**config.mk**
```make
export PLATFORM = sky130hd
export DESIGN_NAME = lfsr_prng
export DESIGN_NICKNAME = d
export VERILOG_FILES = /design/src/rtl/lfsr_prng.sv
export SDC_FILE = /design/constraint.sdc
export NUM_CORES = 1
export LEC_CHECK = 0
export BUFFER_PORTS_ARGS = -buffer_cell sky130_fd_sc_hd__buf_2
export CORE_AREA = 2 2 39 41
export DETAILED_ROUTE_END_ITERATION = 6
export DIE_AREA = 0 0 41 43
export GPL_TIMING_DRIVEN = 0
export MAX_ROUTING_LAYER = met4
export PLACE_DENSITY_LB_ADDON = 0.25
export SLEW_MARGIN = 30
export SYNTH_ARGS = -nofsm -noshare
export SYNTH_HDL_FRONTEND = slang
export SYNTH_SLANG_ARGS = --single-unit
```
**constraint.sdc**
```tcl
create_clock -name clk -period 2.12 [get_ports clk]
set_clock_uncertainty 0.1 [all_clocks]
set_input_delay 0.212 -clock clk [delete_from_list [all_inputs] [get_ports clk]]
set_output_delay 0.212 -clock clk [all_outputs]
set_load 0.01 [all_outputs]
```
**src/rtl/lfsr_prng.sv**
```systemverilog
// Fibonacci LFSR pseudo-random source with valid/ready output, Steps shifts per transfer and seed load.
// Define LFSR_PERIOD_MON_EN to build the period monitor (period_hit / period_len ports).
module lfsr_prng #(
  parameter int          Width       = 8,
  parameter int          Steps       = 1,
  parameter logic [31:0] DefaultSeed = 32'd1
) (
  input  logic             clk,
  input  logic             reset,
  input  logic             load,
  input  logic [Width-1:0] seed,
  input  logic             enable,
  input  logic             out_ready,
  output logic             out_valid,
`ifdef LFSR_PERIOD_MON_EN
  output logic             period_hit,
  output logic [Width-1:0] period_len,
`endif
  output logic [Width-1:0] data_out
);

  // Reject unsupported configurations at elaboration time.
  if (!(Width == 3 || Width == 4 || Width == 5 || Width == 6 ||
        Width == 7 || Width == 8 || Width == 16 || Width == 32)) begin : g_bad_width
    $error("lfsr_prng: Width %0d has no maximal-length tap set", Width);
  end
  if (Steps < 1 || Steps > Width) begin : g_bad_steps
    $error("lfsr_prng: Steps %0d outside 1..Width", Steps);
  end
  if ((64'(DefaultSeed) >> Width) != 64'd0 || DefaultSeed == 32'd0) begin : g_bad_seed
    $error("lfsr_prng: DefaultSeed must be nonzero and fit in Width bits");
  end

  function automatic logic [31:0] tap_mask(input int w);
    case (w)
      3:       return 32'h0000_0005;
      4:       return 32'h0000_0009;
      5:       return 32'h0000_0005;
      6:       return 32'h0000_0003;
      7:       return 32'h0000_0003;
      8:       return 32'h0000_001D;
      16:      return 32'h0000_002D;
      32:      return 32'h0040_0007;
      default: return 32'h0000_0000;
    endcase
  endfunction

  localparam logic [31:0]      TapMaskFull = tap_mask(Width);
  localparam logic [Width-1:0] TapMask     = TapMaskFull[Width-1:0];
  localparam logic [Width-1:0] ResetSeed   = DefaultSeed[Width-1:0];
  localparam logic [Width-1:0] OneValue    = Width'(1);

  typedef enum logic {IDLE, RUN} fsm_t;

  fsm_t             fsm;
  logic [Width-1:0] lfsr;
  logic [Width-1:0] next_state;
  logic [Width-1:0] seed_guarded;
  logic             fire;

  function automatic logic [Width-1:0] lfsr_shift(input logic [Width-1:0] s);
    return {^(s & TapMask), s[Width-1:1]};
  endfunction

  // Steps single shifts unrolled into one combinational advance.
  function automatic logic [Width-1:0] lfsr_advance(input logic [Width-1:0] s);
    logic [Width-1:0] t;
    t = s;
    for (int k = 0; k < Steps; k++) begin
      t = lfsr_shift(t);
    end
    return t;
  endfunction

  assign next_state   = lfsr_advance(lfsr);
  assign seed_guarded = (seed == '0) ? OneValue : seed;
  assign fire         = out_valid & out_ready;
  assign data_out     = lfsr;

  always_ff @(posedge clk) begin
    if (reset) begin
      lfsr      <= ResetSeed;
      fsm       <= IDLE;
      out_valid <= 1'b0;
    end else if (load) begin
      lfsr      <= seed_guarded;
      fsm       <= IDLE;
      out_valid <= 1'b0;
    end else begin
      case (fsm)
        IDLE: begin
          if (enable) begin
            fsm       <= RUN;
            out_valid <= 1'b1;
          end
        end
        RUN: begin
          if (fire) begin
            lfsr <= next_state;
            if (!enable) begin
              fsm       <= IDLE;
              out_valid <= 1'b0;
            end
          end
        end
        default: begin
          fsm       <= IDLE;
          out_valid <= 1'b0;
        end
      endcase
    end
  end

`ifdef LFSR_PERIOD_MON_EN
  logic [Width-1:0] seed_ref;
  logic [Width-1:0] fire_cnt;
  logic [Width-1:0] cnt_inc;

  assign cnt_inc = (fire_cnt == '1) ? fire_cnt : fire_cnt + Width'(1);

  // A period closes when a fire lands the state back on the last loaded seed.
  always_ff @(posedge clk) begin
    if (reset) begin
      seed_ref   <= ResetSeed;
      fire_cnt   <= '0;
      period_hit <= 1'b0;
      period_len <= '0;
    end else if (load) begin
      seed_ref   <= seed_guarded;
      fire_cnt   <= '0;
      period_hit <= 1'b0;
      period_len <= '0;
    end else begin
      period_hit <= 1'b0;
      if (fire) begin
        if (next_state == seed_ref) begin
          period_hit <= 1'b1;
          period_len <= cnt_inc;
          fire_cnt   <= '0;
        end else begin
          fire_cnt <= cnt_inc;
        end
      end
    end
  end
`endif

endmodule

```
Word level (Yosys, flattened, before mapping)
Cells that the tools add are included.

Equality and inequality tests: 3. Muxes and demuxes: 11. Reductions and logical operators: 7. Bitwise gates (word level): 2.

Operators with widths (number): 2-to-1 mux 8 bit (4); zero test 8 bit (1); XOR reduction 8 bit (1); 2-to-1 mux 1 bit (5); != test 2 bit, second input constant (2); one-hot mux 1 bit (2 select lines) (2); nonzero test 2 bit (2); AND reduction 3 bit (1); != test 2 x 1 -> 1 bit, second input constant (1); AND reduction 2 bit (1); OR reduction 2 bit (1); bitwise AND 1 bit (1); NOT 1 bit (1).

Register bits after elaboration: 10. Bits of input ports: 13. Word-level logic and storage cells: 26. Output and inout port bits: 9.

Depth between registers and ports, before layout
Gate-level depths: netlist (run 1).

Depth after elaboration: 4. Depth in mapped cells: 4. Depth with buffers taken out: 3.

Worst setup path after synthesis (run 1)
No wires, ideal clock.

Path kind: register -> register. From: register out_valid. To: register lfsr[3], in the netlist data_out[3]. Arrival: 0.957 ns. Library setup time: 0.086 ns. Required time: 1.934 ns. Slack: 0.977 ns. Buffers on the path: 0. Period minus slack after synthesis: 1.143 ns. Stages on the path, launching flop included: 4. Path through: dfxtp_1 -> nand3_4 -> mux2i_1 -> a211oi_1.

Cells in the longest elaborated chain, start to end: 3.

RTL lines: start, declared (RTL line 14) `output logic out_valid,`; start signal, assigned (RTL line 84) `out_valid <= 1'b0;`; start signal, assigned (RTL line 88) `out_valid <= 1'b0;`; start signal, assigned (RTL line 94) `out_valid <= 1'b1;`; bitwise AND 1 bit (RTL line 77) `assign fire = out_valid & out_ready;`; nonzero test 2 bit (no line); AND reduction 2 bit (no line); end signal, assigned (RTL line 82) `lfsr <= ResetSeed;`; end signal, assigned (RTL line 86) `lfsr <= seed_guarded;`; end signal, assigned (RTL line 99) `lfsr <= next_state;`; end, declared (RTL line 56) `logic [Width-1:0] lfsr;`.

Every way passes these cells. A chain may end at the register's enable or synchronous reset.

Worst setup path after layout (run 1)
From: register fsm. To: register lfsr[2], in the netlist data_out[2].

Cells in the longest elaborated chain, start to end: 2.

RTL lines: start, declared (RTL line 55) `fsm_t fsm;`; start signal, assigned (RTL line 83) `fsm <= IDLE;`; start signal, assigned (RTL line 87) `fsm <= IDLE;`; start signal, assigned (RTL line 93) `fsm <= RUN;`; nonzero test 2 bit (no line); AND reduction 2 bit (no line).

Every way passes these cells.

==> results.ini, run 1 <==
[outcome]
outcome = finished clean

[global_route]
overflow = 0
grt_usage_pct = 16.1
grt_pass1_wl_mm = 1.77
antenna_found_initial = 0
grt_max_degree = 11
grt_pass1_vias = 397

[worst_setup_path]
r2r_cells = 3
start_kind = register
end_kind = register
arrival_ps = 1300
crit_path_max_fanout = 9
crit_type = reg2reg
r2r_start = fsm
r2r_end = data_out[2]
crit_required_ps = 2200
r2r_slack_ps = 900

[sta]
setup_tns_ps = 0
fin_crit_sh_pct = 57.6
max_freq_ghz = 0.819
holdWs_ps = 105
slew_headroom_pct = 75.9
finalHoldViolCount = 0
drv_slew = 0
finalCriticalPeriod_ps = 1220
rsz0062_at_grt = false
tightest_slew_ps = 361
setup_violations = 0

[layout]
final_util_pct = 47.6
design_area_sq_um = 658
diodes = 0
multi_input_comb_area_sq_um = 279
final_cell_mix = buf_2 (23), dfxtp_1 (10), nor2_1 (8)
seqCellArea_sq_um = 200
mostFrequentLayoutCell = buf_2
fin_nets = 92
final_cells = 94
drive_gt1_share_pct = 38.5
fillers = 151
synthToLayoutAreaGrowth_pct = 32.5

[power_and_ir_drop]
internal_power_uw = 342
peakVddDrop_v = 0.000421
pwr-share-comb_pct = 16.6
p_switching_uw = 123
swShare_pct = 26.5
seq_power_share_pct = 45.5
p_leak_nw = 0.328
p_per_area_nw_per_um2 = 706
pwr-share-clk_pct = 37.8

[placed_design]
place_area_sq_um = 622
place_inst = 90
port_buffers = 21
gp_congestion = 0.694
dp_hpwl_um = 861

[die]
initial_utilization_pct = 35.9
io_pins = 22
die_h_um = 43
num_rows = 14
die_x_um = 41
die_area_sq_um = 1760
core-area_sq_um = 1380

[clocking]
cts_setup_buffers = 0
tritoncts = yes
clkSinkCount = 10
clk_pin_slew_worst_paths_ps = 70
htree_levels = 1
cts_hold_buffers = 0
cts_buffer_depth = 2
cts_resized = 0
numCtsBuffers = 3
root_buffer = clkbuf_4
clk_latency_ps = 270

[synth]
synth-adder-area-share_pct = 0
synth_xor_area_share_pct = 5.29
synthSimpleGateAreaFrac_pct = 16.6
synth_fp_nets = 66
synth_compound_area_share_pct = 20.2
synth_seq_cells = 10
netlist_area_sq_um = 497
yosysUniqueCellTypes = 18
yosysWarnings = 0
synthCells = 53
muxShareOfSynthArea_pct = 14.1
synth_top_family_by_area = compound AO/OA/AOI/OAI gates
synth_sequential_area_ratio_pct = 40.3
avgSynthCellArea_sq_um = 9.37

[worst_hold_path]
hold_start = seed[0]
holdPathEnd = data_out[0]
hold_path_class = in2reg
whs_path_depth = 3

[drt]
num_vias = 461
drt_wl_total_mm = 1.18
postRouteAntennaNets = 0
avgViaCountPerCell = 4.90
wl_per_cell_um = 12.5
dr.pass1.iters = 2
remaining_drc_errors = 0
drt_iter0_drc = 1

[flow_run]
cap_violations = 0

[routing by layer]
layer	up-vias	track usage (%)	share of wire, %
met4	0	10.0	2.8
li1	243	-	-
met1	195	20.9	47
met5	-	-	0
met3	5	4.71	7.3
met2	18	21.3	43
[flip-flops by register name, indices dropped and copies added (netlist names)]
register and cells:
data_out 8, fsm 1, out_valid 1
[cell type report]
cell class	count	area share (%)
Inverter	2	1.14
Sequential cell	10	30.4
Tap cell	16	3.04
Multi-Input combinational cell	39	42.4
Timing Repair Buffer	21	16.0
Buffer	2	1.52
Clock buffer	4	5.51
[cells in the mapped netlist, drive strengths merged]
master	number	area share [%]
nor3b	1	1.5
nor3	2	2.0
nor4	1	1.3
o41ai	1	3.3
a211oi	6	9.1
a2111oi	1	2.0
nand2	3	2.3
dfxtp	10	40
o21ai	1	1.0
nor2	8	6.0
buf	2	2.0
inv	2	1.5
mux2i	7	14
nand3	1	3.5
a2bb2oi	1	1.8
xnor2	3	5.3
a21oi	3	3.0
[metrics by stage]
| step | worst slack, ps | power, mW |
|---|---|---|
| 2_1_floorplan | 977 | 0.258 |
| 3_3_place_gp | 951 | 0.292 |
| 3_5_place_dp | 892 | 0.294 |
| 4_1_cts | 877 | 0.470 |
| 5_1_grt | 831 | 0.490 |
| 6_report | 899 | 0.465 |
[worst max path at each step]
stage	startpoint	to	slack (ps)	cells after the start
finish	fsm	data_out[2]	900	3
detailed placement	out_valid	data_out[2]	890	3
floorplan	out_valid	data_out[3]	980	3
CTS	out_valid	data_out[2]	880	3
global placement	fsm	data_out[6]	950	3
global route	out_valid	data_out[4]	830	3
[cells by family (layout without fill, tap and decap cells)]
family | after synthesis | count (layout)
AND/OR/NAND/NOR | 16 | 16
AO/OA/AOI/OAI | 13 | 13
flip-flops | 10 | 10
multiplexers | 7 | 7
buffers and inverters | 4 | 29
XOR/XNOR | 3 | 3
[power groups by stage]
stage / registers, mW / logic (mW) / clock network [mW]
final: 0.212 / 0.0774 / 0.176
after global routing: 0.213 / 0.0857 / 0.191
after CTS: 0.212 / 0.0782 / 0.180
after detailed placement: 0.216 / 0.0776 / 0
after global placement: 0.216 / 0.0767 / 0
after floorplan: 0.220 / 0.0379 / 0
[worst max-delay path, stage by stage, from the launching register on]
cell and delay, ps:
dfxtp_1 410, nand3_4 190, mux2i_1 160, a211oi_1 270
No activity file was read; power rests on OpenSTA's default activity.
==> inputs of run 2 (changes only) <==
clock period = 1 ns   (was 2.12 ns; I/O delays follow)
==> results.ini, run 2 (synthesis gave the netlist of run 1 again) <==
[outcome]
outcome = finished with violations
violations = negative setup slack

[worst_setup_path]
crit_required_ps = 1080  ; -1120 ps
crit_path_max_fanout = 5  ; -4
r2r_slack_ps = -60  ; -950 ps
r2r_start = out_valid
critPathSlowestCell = dfxtp_4
start_kind = register
crit_type = reg2reg
r2r_cells = 3  ; unchanged
r2r_end = data_out[1]
cp_slowest_stage_delay_ps = 380  ; -30 ps
end_kind = register
cp_cell_sequence = nand3_2, mux2i_1, a211oi_1
arrival_ps = 1140  ; -160 ps

[die]
io_pins = 22  ; unchanged
num_rows = 14  ; unchanged
core-area_sq_um = 1380  ; unchanged
die_h_um = 43  ; unchanged
initial_utilization_pct = 35.9  ; unchanged
die_area_sq_um = 1760  ; unchanged
die_x_um = 41  ; unchanged

[worst_hold_path]
hold_start = seed[0]
whs_path_depth = 3  ; unchanged
hold_path_class = in2reg
holdPathEnd = data_out[0]

[power_and_ir_drop]
internal_power_uw = 736  ; +120%
p_per_area_nw_per_um2 = 1380  ; +95%
swShare_pct = 25.4  ; -1.1 points
pwr-share-comb_pct = 18.1  ; +1.5 points
seq_power_share_pct = 46.0  ; +0.5 points
pwr-share-clk_pct = 35.9  ; -1.9 points
p_leak_nw = 0.347  ; +5.6%
peakVddDrop_v = 0.000799  ; +90%
p_switching_uw = 250  ; +100%
total_power_uw = 986  ; +110%

[sta]
setup_violations = 7  ; +7
slew_headroom_pct = 74.9  ; -0.93 points
finalHoldViolCount = 0  ; unchanged
fin_crit_sh_pct = 106  ; +48 points
setup_slack_ps = -55.9  ; -954 ps
rsz0062_at_grt = true
holdWs_ps = 6.15  ; -98.4 ps
max_freq_ghz = 0.947  ; +16%
drv_slew = 0  ; unchanged
finalCriticalPeriod_ps = 1060  ; -166 ps
tightest_slew_ps = 375  ; +13.8 ps

[placed_design]
dp_hpwl_um = 831  ; -3.5%
gp_congestion = 0.721  ; +3.9%
port_buffers = 21  ; unchanged
place_inst = 90  ; unchanged

[clocking]
clk_pin_slew_worst_paths_ps = 70  ; about the same
htree_levels = 1  ; unchanged
cts_setup_buffers = 0  ; unchanged
numCtsBuffers = 3  ; unchanged
cts_buffer_depth = 2  ; unchanged
tritoncts = yes
root_buffer = clkbuf_4
clkSinkCount = 10  ; unchanged
clk_latency_ps = 260  ; about the same

[drt]
num_vias = 486  ; +5.4%
remaining_drc_errors = 0  ; unchanged
drt_iter0_drc = 2  ; +1
wl_per_cell_um = 11.6  ; -7.2%
drt_wl_total_mm = 1.11  ; -5.2%
avgViaCountPerCell = 5.06  ; +3.2%
postRouteAntennaNets = 0  ; unchanged
dr.pass1.iters = 4  ; +2

[global_route]
grt_pass1_vias = 417  ; +5.0%
overflow = 0  ; unchanged
antenna_found_initial = 0  ; unchanged
grt_pass1_wl_mm = 1.81  ; +2.3%
grt_max_degree = 11  ; unchanged
grt_usage_pct = 15.6  ; -0.48 points

[layout]
drive_gt1_share_pct = 51.2  ; +13 points
largest_reg_flops = 8  ; unchanged
diodes = 0  ; unchanged
final_cell_mix = buf_2 (23), nor2_1 (8), mux2i_1 (7)
fin_nets = 94  ; +2.2%
final_cells = 96  ; +2.1%
mostFrequentLayoutCell = buf_2
synthToLayoutAreaGrowth_pct = 44.3

[flow_run]
cap_violations = 0  ; unchanged

run 2: cell count changes in the layout (fill, tap and decap cells not counted), sizes merged:
| cell | before | now |
|---|---|---|
| dlygate4sd3 | 0 | 1 |
| nand3 | 1 | 2 |
run 2: area by class of cell:
cell class,count,area (sq um)
clock buffer,4,36.3
multi-input combinational,40,315
tap,16,20.0
fill,133,667
sequential,10,213
buffer,2,10.0
inverter,2,7.51
timing repair buffer,22,115
run 2: repair_timing:
action / CTS / global route
hold buffers: 1 / 0
pin swaps: 1 / 0
resized for setup: 4 / 2
endpoints found under the hold margin: 2 / 0
gates cloned: 1 / 0
setup endpoints to repair: 8 / 11
run 2: how the worst max path moves through the flow:
stage	startpoint	end	slack, ps	cells past startpoint
4_1_cts	out_valid	data_out[5]	-60	3
5_1_grt	out_valid	data_out[3]	-130	3
6_report	out_valid	data_out[1]	-60	3
3_5_place_dp	fsm	data_out[3]	-90	3
3_3_place_gp	fsm	data_out[5]	-90	3
2_1_floorplan	out_valid	data_out[4]	-3	3
run 2: per-layer routing:
layer / routed length (um) / GRT usage, % / share of wire (%)
met4: 27 / 8.00 / 2.4
met3: 82 / 3.14 / 7.4
met5: 0 / - / 0
met1: 550 / 23.2 / 49
met2: 453 / 19.4 / 41
run 2: through the flow:
stage	area [sq um]	worst slack (ps)	setup TNS, ps	utilization [%]
finish	717	-55.9	-241	51.8
global route	717	-130	-746	51.8
CTS	706	-55.5	-308	51.0
detailed placement	631	-91.0	-556	45.6
global placement	631	-93.0	-496	45.6
floorplan	505	-2.87	-6.52	-
run 2: power by group through the flow:
stage / clock [mW] / combinational (mW) / sequential [mW]
global placement: 0 / 0.162 / 0.458
CTS: 0.365 / 0.174 / 0.454
global route: 0.390 / 0.196 / 0.458
detailed placement: 0 / 0.162 / 0.460
floorplan: 0 / 0.0807 / 0.468
finish: 0.354 / 0.178 / 0.453
run 2: worst max-delay path, delay by kind of cell, from the launching register on:
kind,cells,cell delay [ps]
flops,1,380
compound gates,1,180
mux,1,160
simple gates,1,150
==> inputs of run 3 (changes only) <==
ABC_AREA = 1   (was not set)
CORE_AREA = not set   (was 2 2 39 41)
CORE_UTILIZATION = 40   (was not set)
CTS_BUF_LIST = sky130_fd_sc_hd__clkbuf_8 sky130_fd_sc_hd__clkbuf_16   (was not set)
DIE_AREA = not set   (was 0 0 41 43)
==> results.ini, run 3 <==
[outcome]
outcome = finished with violations
violations = negative setup slack

[global_route]
grt_use_met1_pct = 20.9  ; -2.3 points
grt.busiest_layer = met2
grt_pass1_wl_mm = 2.08  ; +15%
grt_use_met2_pct = 38.3  ; +19 points
grt_max_degree = 11  ; unchanged
use_met3_pct = 5.20  ; +2.1 points
grt_usage_pct = 20.8  ; +5.2 points
antenna_found_initial = 0  ; unchanged
grt_pass1_vias = 526  ; +26%
overflow = 0  ; unchanged

[worst_hold_path]
hold_path_class = in2reg
whs_path_depth = 3  ; unchanged
hold_start = enable

[flow_run]
cap_violations = 0  ; unchanged

[placed_design]
dp_hpwl_um = 968  ; +16%
gp_congestion = 0.806  ; +12%
place_inst = 120  ; +33%
port_buffers = 20  ; -4.8%

[synth]
synth.area.top_cells = dfxtp_1 (36%), nand2_1 (14%), nor2_1 (11%), inv_1 (7.4%), o21ai_0 (5.4%)
synth_fp_nets = 98  ; +48%
synthTopCellsByCount = nand2_1 (21), nor2_1 (16), inv_1 (11)
synth_edf_count = 0  ; unchanged
async_reset_ff_share_pct = 0  ; unchanged
synthCells = 85  ; +60%
yosysUniqueCellTypes = 19  ; +1
ys.flop_type = dfxtp_1
avgSynthCellArea_sq_um = 6.52  ; -30%
netlist_area_sq_um = 554  ; +12%
synth_sequential_area_ratio_pct = 36.1  ; -4.2 points
yosysWarnings = 0  ; unchanged
synth_seq_cells = 10  ; unchanged
synth_top_area_cell = dfxtp_1
synth.top_cell.area_share_pct = 36.1  ; -4.2 points
synth_most_common_cell = nand2_1

[power_and_ir_drop]
p_leak_nw = 0.397  ; +14%
peakVddDrop_v = 0.000758  ; -5.1%
p_per_area_nw_per_um2 = 1350  ; -2.2%

[worst_setup_path]
r2r_slack_ps = -10  ; +50 ps
r2r_start = out_valid
start_kind = register
arrival_ps = 830  ; -310 ps
crit_path_max_fanout = 3  ; -2
crit_type = reg2out
crit_required_ps = 800  ; -280 ps
end_kind = output pin
r2r_cells = 4  ; +1
crit_start = out_valid

[drt]
wl_per_cell_um = 11.0  ; -5.1%
num_vias = 632  ; +30%
remaining_drc_errors = 0  ; unchanged
drt_iter0_drc = 13  ; +11
dr.pass1.iters = 4  ; unchanged
postRouteAntennaNets = 0  ; unchanged
drt_wl_total_mm = 1.40  ; +25%
avgViaCountPerCell = 4.98  ; -1.7%

[layout]
diodes = 0  ; unchanged
final_cells = 127  ; +32%
mostFrequentLayoutCell = nand2_1
final_cell_mix = nand2_1 (21), buf_2 (19), nor2_1 (12)
drive_gt1_share_pct = 40.2  ; -11 points
final_util_pct = 61.1  ; +9.2 points
largest_reg_flops = 8  ; unchanged
fin_nets = 127  ; +35%
synthToLayoutAreaGrowth_pct = 43.3

[clocking]
clkSinkCount = 10  ; unchanged
clk_latency_ps = 230  ; -30 ps
tritoncts = yes
clk_pin_slew_worst_paths_ps = 50  ; -20 ps
htree_levels = 1  ; unchanged
root_buffer = clkbuf_8
numCtsBuffers = 3  ; unchanged
cts_buffer_depth = 2  ; unchanged

[die]
die_h_um = 39.2  ; -8.8%
initial_utilization_pct = 42.6  ; +6.7 points
io_pins = 22  ; unchanged
core-area_sq_um = 1300  ; -6.0%
die_area_sq_um = 1540  ; -13%
die_x_um = 39.2  ; -4.3%
num_rows = 13  ; -1

[sta]
rsz0062_at_grt = true
holdWs_ps = 43.0  ; +36.8 ps
setup_slack_ps = -29.7  ; +26.2 ps
max_freq_ghz = 0.971  ; +2.5%
fin_crit_sh_pct = 103  ; -2.6 points
drv_slew = 0  ; unchanged
tightest_slew_ps = 214  ; -162 ps
slew_headroom_pct = 85.8  ; +11 points
setup_violations = 3  ; -4
finalHoldViolCount = 0  ; unchanged
finalCriticalPeriod_ps = 1030  ; -26.2 ps

-- run 3: path summary, 6_finish.rpt --
kind                               endpoint
worst min register to register  data_out[5]
worst min-delay path                    fsm
worst max register to register  data_out[7]
worst max-delay path              out_valid
-- run 3: critical path, stage by stage (launching register included) --
cell	delay, ps
dfxtp_4	340
buf_4	140
buf_6	110
-- run 3: timing repair --
item	CTS	global route
endpoints found under the setup margin	8	10
endpoints found under the hold margin	3	0
pin swaps	1	3
gates resized for setup	5	13
gates cloned	0	0
buffers inserted	1	2
hold buffers	1	0
-- run 3: layout make-up --
class / count / area [sq um]
Buffer: 1 / 7.51
Multi-Input combinational cell: 61 / 323
Clock buffer: 3 / 41.3
Fill cell: 139 / 507
Tap cell: 15 / 18.8
Sequential cell: 10 / 211
Inverter: 13 / 53.8
Timing Repair Buffer: 24 / 139
-- run 3: report_power, final --
group	switching, mW	internal, mW
logic	0.119	0.0905
registers	0.0219	0.425
clock network	0.149	0.263
-- run 3: per-layer routing --
layer | vias to the layer above | share of wire [%]
met3 | 4 | 3.4
met5 | - | 0
met4 | 0 | 1.4
li1 | 324 | -
met2 | 18 | 51
met1 | 286 | 44
-- run 3: cells by family (layout without fill, tap and decap cells) --
logic type / count (synthesis) / count (layout) / synth area share (%)
compound gates: 17 / 17 / 17.4
buf+inv: 14 / 41 / 10.6
flops: 10 / 10 / 36.1
simple gates: 44 / 44 / 35.9
-- run 3: per-stage QoR --
step	setup TNS, ps	area (sq um)	power (mW)	setup slack, ps
floorplan	0	556	0.563	0.670
global placement	-329	674	0.631	-105
detailed placement	-350	674	0.634	-81.8
CTS	-30.8	747	1.06	-17.1
global route	-300	795	1.13	-58.1
finish	-38.3	795	1.07	-29.7
